===== src/rtl/dc_pkg.sv =====
// dc_pkg: opcode and FU-class constants plus the decoded dispatch entry layout for dc_dispatch_queue
package dc_pkg;
  localparam logic [4:0] R_TYPE = 5'b01100;
  localparam logic [4:0] F_TYPE = 5'b10100;
  localparam logic [4:0] LOAD   = 5'b00000;
  localparam logic [4:0] FLOAD  = 5'b00001;
  localparam logic [4:0] S_TYPE = 5'b01000;
  localparam logic [4:0] FSTORE = 5'b01001;
  localparam logic [4:0] B_TYPE = 5'b11000;
  localparam logic [4:0] JAL    = 5'b11011;
  localparam logic [4:0] JALR   = 5'b11001;
  localparam logic [4:0] I_TYPE = 5'b00100;
  localparam logic [4:0] LUI    = 5'b01101;
  localparam logic [4:0] AUIPC  = 5'b00101;
  localparam logic [4:0] CSR    = 5'b11100;
  localparam logic [2:0] FU_ALU = 3'd0;
  localparam logic [2:0] FU_MUL = 3'd1;
  localparam logic [2:0] FU_FPU = 3'd3;
  localparam logic [2:0] FU_LDU = 3'd6;
  localparam logic [2:0] FU_STU = 3'd7;
  localparam int DC_PREG_W = 7;
  localparam int DC_ROB_W  = 3;
  localparam int DC_LSQ_W  = 2;
  typedef struct packed {
    logic [31:0]          pc;
    logic [31:0]          inst;
    logic [31:0]          imm;
    logic [4:0]           op;
    logic [2:0]           f3;
    logic [6:0]           f7;
    logic [DC_PREG_W-1:0] P_rs1;
    logic [DC_PREG_W-1:0] P_rs2;
    logic [DC_PREG_W-1:0] P_rd;
    logic [DC_ROB_W-1:0]  rob_idx;
    logic [DC_LSQ_W-1:0]  LQ_tail;
    logic [DC_LSQ_W-1:0]  SQ_tail;
    logic [2:0]           fu_sel;
    logic                 jump;
  } dc_entry_t;
  function automatic int dc_entry_w(int p, int r, int l);
    return 115 + 3 * p + r + 2 * l;
  endfunction
endpackage


===== src/rtl/dc_decoder.sv =====
// dc_decoder: combinational field/immediate/FU-class/register-index decode of one instruction
module dc_decoder
  import dc_pkg::*;
(
  input  logic [31:0] inst,
  output logic [4:0]  op,
  output logic [2:0]  f3,
  output logic [6:0]  f7,
  output logic [31:0] imm,
  output logic [2:0]  fu_sel,
  output logic [5:0]  A_rs1,
  output logic [5:0]  A_rs2,
  output logic [5:0]  A_rd,
  output logic        allocate_rd,
  output logic        is_load,
  output logic        is_store
);
  logic unused_lo;
  assign unused_lo = ^inst[1:0];
  assign op = inst[6:2];
  assign f3 = inst[14:12];
  assign f7 = inst[31:25];
  assign is_load = op == LOAD || op == FLOAD;
  assign is_store = op == S_TYPE || op == FSTORE;
  assign A_rs1 = {op == F_TYPE, inst[19:15]};
  assign A_rs2 = {op == F_TYPE || op == FSTORE, inst[24:20]};
  assign A_rd = {op == F_TYPE || op == FLOAD, inst[11:7]};
  assign allocate_rd = !(is_store || op == B_TYPE) && A_rd != 6'd0;
  assign fu_sel = op == R_TYPE ? {2'b00, f7[0]} :
                  op == F_TYPE ? FU_FPU :
                  is_load      ? FU_LDU :
                  is_store     ? FU_STU : FU_ALU;
  // immediate extraction per instruction format
  always_comb begin
    imm = '0;
    case (op)
      B_TYPE:                    imm = {{19{inst[31]}}, inst[31], inst[7], inst[30:25], inst[11:8], 1'b0};
      JAL:                       imm = {{11{inst[31]}}, inst[31], inst[19:12], inst[20], inst[30:21], 1'b0};
      I_TYPE, LOAD, FLOAD, JALR: imm = {{20{inst[31]}}, inst[31:20]};
      S_TYPE, FSTORE:            imm = {{20{inst[31]}}, inst[31:25], inst[11:7]};
      LUI, AUIPC:                imm = {inst[31:12], 12'd0};
      CSR:                       imm = {20'd0, inst[31:20]};
      default:                   imm = '0;
    endcase
  end
endmodule


===== src/rtl/dc_dispatch_queue.sv =====
// dc_dispatch_queue: decode/dispatch stage with DEPTH-entry decoded FIFO to IS; EARLY_JAL_EN enables early JAL redirect
module dc_dispatch_queue
  import dc_pkg::*;
#(
  parameter int DEPTH  = 4,
  parameter int PREG_W = DC_PREG_W,
  parameter int ROB_W  = DC_ROB_W,
  parameter int LSQ_W  = DC_LSQ_W
) (
  input  logic              clk,
  input  logic              rst,
  input  logic              in_valid,
  input  logic [31:0]       in_pc,
  input  logic [31:0]       in_inst,
  input  logic              in_jump,
  output logic              in_ready,
  output logic [5:0]        A_rs1,
  output logic [5:0]        A_rs2,
  output logic [5:0]        A_rd,
  output logic              allocate_rd,
  input  logic [PREG_W-1:0] P_rs1,
  input  logic [PREG_W-1:0] P_rs2,
  input  logic [PREG_W-1:0] P_rd_new,
  input  logic [PREG_W-1:0] P_rd_old,
  input  logic              rob_ready,
  input  logic [ROB_W-1:0]  rob_idx,
  input  logic              ld_ready,
  input  logic              st_ready,
  input  logic [LSQ_W-1:0]  LQ_tail,
  input  logic [LSQ_W-1:0]  SQ_tail,
  output logic              dispatch_fire,
  output logic [2:0]        fu_sel,
  output logic              out_valid,
  input  logic              out_ready,
  output logic [dc_entry_w(PREG_W, ROB_W, LSQ_W)-1:0] out_entry,
  input  logic              flush,
  input  logic              stall,
  output logic              dc_redirect,
  output logic [31:0]       dc_redirect_pc
);
  localparam int PW = $clog2(DEPTH);
  localparam int CW = $clog2(DEPTH + 1);
  typedef struct packed {
    logic [31:0]       pc;
    logic [31:0]       inst;
    logic [31:0]       imm;
    logic [4:0]        op;
    logic [2:0]        f3;
    logic [6:0]        f7;
    logic [PREG_W-1:0] P_rs1;
    logic [PREG_W-1:0] P_rs2;
    logic [PREG_W-1:0] P_rd;
    logic [ROB_W-1:0]  rob_idx;
    logic [LSQ_W-1:0]  LQ_tail;
    logic [LSQ_W-1:0]  SQ_tail;
    logic [2:0]        fu_sel;
    logic              jump;
  } entry_t;
  entry_t mem [DEPTH];
  entry_t wr_entry;
  logic [PW-1:0] head, tail;
  logic [CW-1:0] count;
  logic [4:0] op;
  logic [2:0] f3;
  logic [6:0] f7;
  logic [31:0] imm;
  logic is_load, is_store, deq, jump;
  logic unused_rd_old;
  assign unused_rd_old = ^P_rd_old;
  dc_decoder u_dec (
    .inst(in_inst), .op(op), .f3(f3), .f7(f7), .imm(imm), .fu_sel(fu_sel),
    .A_rs1(A_rs1), .A_rs2(A_rs2), .A_rd(A_rd), .allocate_rd(allocate_rd),
    .is_load(is_load), .is_store(is_store)
  );
`ifdef EARLY_JAL_EN
  assign jump = in_jump || op == JAL;
  assign dc_redirect = dispatch_fire && op == JAL && !in_jump;
  assign dc_redirect_pc = in_pc + imm;
`else
  assign jump = in_jump;
  assign dc_redirect = 1'b0;
  assign dc_redirect_pc = '0;
`endif
  assign in_ready = rob_ready && (!is_store || st_ready) && (!is_load || ld_ready) &&
                    count < CW'(DEPTH) && !flush && !stall;
  assign dispatch_fire = in_valid && in_ready;
  assign out_valid = count != '0 && !flush && !stall;
  assign deq = out_valid && out_ready;
  assign out_entry = mem[head];
  assign wr_entry = '{pc: in_pc, inst: in_inst, imm: imm, op: op, f3: f3, f7: f7,
                      P_rs1: P_rs1, P_rs2: P_rs2, P_rd: P_rd_new, rob_idx: rob_idx,
                      LQ_tail: LQ_tail, SQ_tail: SQ_tail, fu_sel: fu_sel, jump: jump};
  // pointer/count bookkeeping; flush empties the queue without touching storage
  always_ff @(posedge clk or negedge rst) begin
    if (!rst) begin
      head <= '0;
      tail <= '0;
      count <= '0;
    end else if (flush) begin
      head <= '0;
      tail <= '0;
      count <= '0;
    end else begin
      if (dispatch_fire) tail <= tail + PW'(1);
      if (deq) head <= head + PW'(1);
      count <= count + CW'(dispatch_fire) - CW'(deq);
    end
  end
  // entry storage, written at tail on dispatch
  always_ff @(posedge clk or negedge rst) begin
    if (!rst) begin
      for (int i = 0; i < DEPTH; i++) mem[i] <= '0;
    end else if (dispatch_fire) begin
      mem[tail] <= wr_entry;
    end
  end
endmodule


===== config.mk =====
export PLATFORM = sky130hd
export DESIGN_NAME = dc_dispatch_queue
export DESIGN_NICKNAME = d
export VERILOG_FILES = /design/src/rtl/dc_pkg.sv /design/src/rtl/dc_decoder.sv /design/src/rtl/dc_dispatch_queue.sv
export SDC_FILE = /design/constraint.sdc
export NUM_CORES = 1
export LEC_CHECK = 0
export ABC_CLOCK_PERIOD_IN_PS = 3300
export CAP_MARGIN = 30
export CORE_UTILIZATION = 30
export CTS_CLUSTER_DIAMETER = 40
export DETAILED_ROUTE_END_ITERATION = 10
export PLACE_DENSITY = 0.59
export REMOVE_ABC_BUFFERS = 1
export SETUP_SLACK_MARGIN = 0.3
export SYNTH_ARGS = -nofsm -noshare
export SYNTH_HDL_FRONTEND = slang
export SYNTH_SLANG_ARGS = --single-unit

===== constraint.sdc =====
create_clock -name clk -period 3.3 [get_ports clk]
set_clock_uncertainty 0.2 [all_clocks]
set_input_delay 0.495 -clock clk [delete_from_list [all_inputs] [get_ports clk]]
set_output_delay 0.495 -clock clk [all_outputs]
set_load 0.005 [all_outputs]

==> results.ini <==
[finish]
diodes=0
drive_gt1_frac=0.210
fin_nets=2869
fin_cells=3856
multiInputGateArea_mm2=0.00923
regArea_mm2=0.0130
n_fill_cell=7345
syn_to_final_growth_pct=36.3

[worst_setup_path]
start_kind=flop
worstPathRequired_ns=2.60
end_kind=output pin
crit_path_max_fanout=8
cp.arrival_ns=2.40
rrSetupSlack_ns=0.63
critPathKind=flop to output pin

[floorplan]
coreArea_mm2=0.0765
die_area_mm2=0.0790
num_rows=101
start_util=0.306
die_w_um=281
fp.dieH_um=281
ios=310

[route]
wire_per_inst_um=17.9
final_antenna_net_count=0
vias=17900
avgViaCountPerCell=4.65
routed_wl_mm=69.0
drt_iter0_drc=1205
dr.pass1.iters=5
drc_errors=0

[clock_tree]
cts_tree=done
cts_made_buffers=89
cts_max_level=3
cts_root_buf=clkbuf_16
cts_max_path_buffers=3
insertion_delay_ns=0.62
cts_num_sinks=519
clk_pin_slew_worst_paths_ns=0.05

[global_routing]
globalRoute.totalOverflow=0
grt_pass1_wl_mm=108
antenna_found_initial=2
grt_usage=0.177
grt_max_degree=89
grt_pass1_vias=18700

[synthesis]
synth_ff_type=dfrtp_1
synth.ff_latch_count=519
avgSynthCellArea_um2=9.82
yosysWarnings=0
synth_seq_area_share=0.556
ys_async_sr_fraction=1.00
synthCells=2379
synth_edf_count=0
synth_cell_types=44
netlist_area_mm2=0.0234

[placed_design]
placedCellCount=3618
gp_congestion=0.753
place_ws_ns=0.0263
hpwl_mm=42.5
portBuffers=269

[sta]
rsz0062_at_grt=true
fin_crit_ns=3.10
period_share=0.938
worstMarginPinSlew_ns=0.627
setup-violations-final=0
fmax_mhz=323
setup_slack_ns=0.204
finalMaxSlewViolations=0
hold_viol=0
slew_headroom=0.582

[power]
vdd.ir_drop.worst_uv=389
power_density_mw_per_mm2=630
leakage_nw=15.9

[run]
maxCapViolCount=0

[run_status]
status=completed

[worst_hold_path]
hp-class=input port to asynchronous set/reset pin

metrics by stage:
| step | cell area (um2) | utilization | hold slack (ns) | TNS, ns | power (mW) |
|---|---|---|---|---|---|
| 2_1_floorplan | 22200 | - | -0.000591 | -828.98 | 8.45 |
| 3_3_place_gp | 27800 | 0.363 | 0.251 | 0 | 10.2 |
| 3_5_place_dp | 27800 | 0.363 | 0.257 | 0 | 10.2 |
| 4_1_cts | 31700 | 0.414 | 0.233 | 0 | 20.4 |
| 5_1_grt | 31900 | 0.417 | 0.262 | 0 | 20.9 |
| 6_report | 31900 | 0.417 | 0.239 | 0 | 20.1 |
state kept, by name, indices dropped and copies added (netlist names):
register	flops
tail	2
mem	512
head	2
count	3
cell usage after synthesis (all sizes together), types with 2 or more instances:
library cell / instances / area [um2]
buf: 160 / 1080
nand2: 1228 / 4610
nand2b: 3 / 18.8
xnor2: 3 / 26.3
nor3: 4 / 20.0
nor3b: 2 / 15.0
a31oi: 16 / 100
clkbuf: 56 / 210
inv: 11 / 41.3
a21oi: 35 / 175
xor2: 2 / 17.5
o21ai: 121 / 606
a21o: 2 / 15.0
mux4: 128 / 2880
ha: 6 / 75.1
dfrtp: 519 / 13000
nor4b: 2 / 17.5
nor2b: 3 / 18.8
nand3b: 2 / 15.0
nor2: 44 / 165
and2: 7 / 43.8
mux2i: 2 / 20.0
a22oi: 4 / 30.0
o21a: 3 / 22.5
power by group:
group,switching [mW],internal [mW]
registers,0.304,6.95
clock network,3.44,6.70
logic,1.22,1.46
total,4.96,15.1
layer usage:
metal / global-route usage / wire length [um] / vias up
met3: 0.0369 / 4060 / 132
met1: 0.230 / 29700 / 8907
met4: 0.0614 / 2110 / 0
met5: 0 / 0 / -
li1: - / - / 8413
met2: 0.291 / 33100 / 488
worst paths after layout:
| kind | cells past startpoint | start | to |
|---|---|---|---|
| max in group asynchronous | 4 | rst | mem[303] |
| setup / recovery | 7 | head[0] | out_entry[80] |
| hold reg to reg | 2 | mem[95] | mem[95] |
| min in group clk | 2 | mem[95] | mem[95] |
| hold / removal | 2 | rst | mem[3] |
| setup reg to reg | 9 | count[2] | mem[152] |
critical path, cell delays in order (launching register included):
cell,delay (ns)
dfrtp_4,0.52
buf_12,0.15
buf_16,0.15
buf_12,0.14
buf_6,0.11
buf_6,0.10
mux4_2,0.46
buf_6,0.14
cells by family (layout without fill, tap and decap cells):
logic type	after synthesis	after routing	synth area share
xor gates and xnor gates	5	5	0.00187
DFF	519	519	0.556
adders and majority gates	7	7	0.00407
other	1	33	0.000160
and+or+nand+nor	1299	1299	0.212
muxes	131	131	0.125
AOI/OAI and AO/OA	190	190	0.0444
buffers and inverters	227	642	0.0569
what timing repair did:
item / in CTS / in global routing
setup buffers: 42 / 21
cloned: 9 / 1
endpoints found under the hold margin: 54 / 0
hold buffers: 1 / 0
setup endpoints to repair: 147 / 117
pin swaps: 1 / 1
gates resized for setup: 371 / 103
layout make-up:
class | count | area share
multi-input cells | 1665 | 0.290
inverters | 11 | 0.00130
well taps | 1030 | 0.0405
clock buffers | 103 | 0.0731
flip-flops and latches | 519 | 0.408
clock inverters | 61 | 0.0304
repair buffers | 467 | 0.157
cells in the final DEF (no fill, tap or decap), types with 14 or more instances in the layout:
cell type / n
nand2_1: 1224
dfrtp_1: 517
clkdlybuf4s50_1: 134
mux4_2: 128
o21ai_0: 120
buf_4: 95
clkbuf_16: 90
buf_12: 53
buf_6: 44
nor2_1: 43
buf_2: 40
a21oi_1: 34
conb_1: 33
clkbuf_2: 33
dlymetal6s2s_1: 21
bufinv_16: 20
a31oi_1: 16
dlygate4sd2_1: 15
buf_16: 14
(Power assumes the default switching activity.)
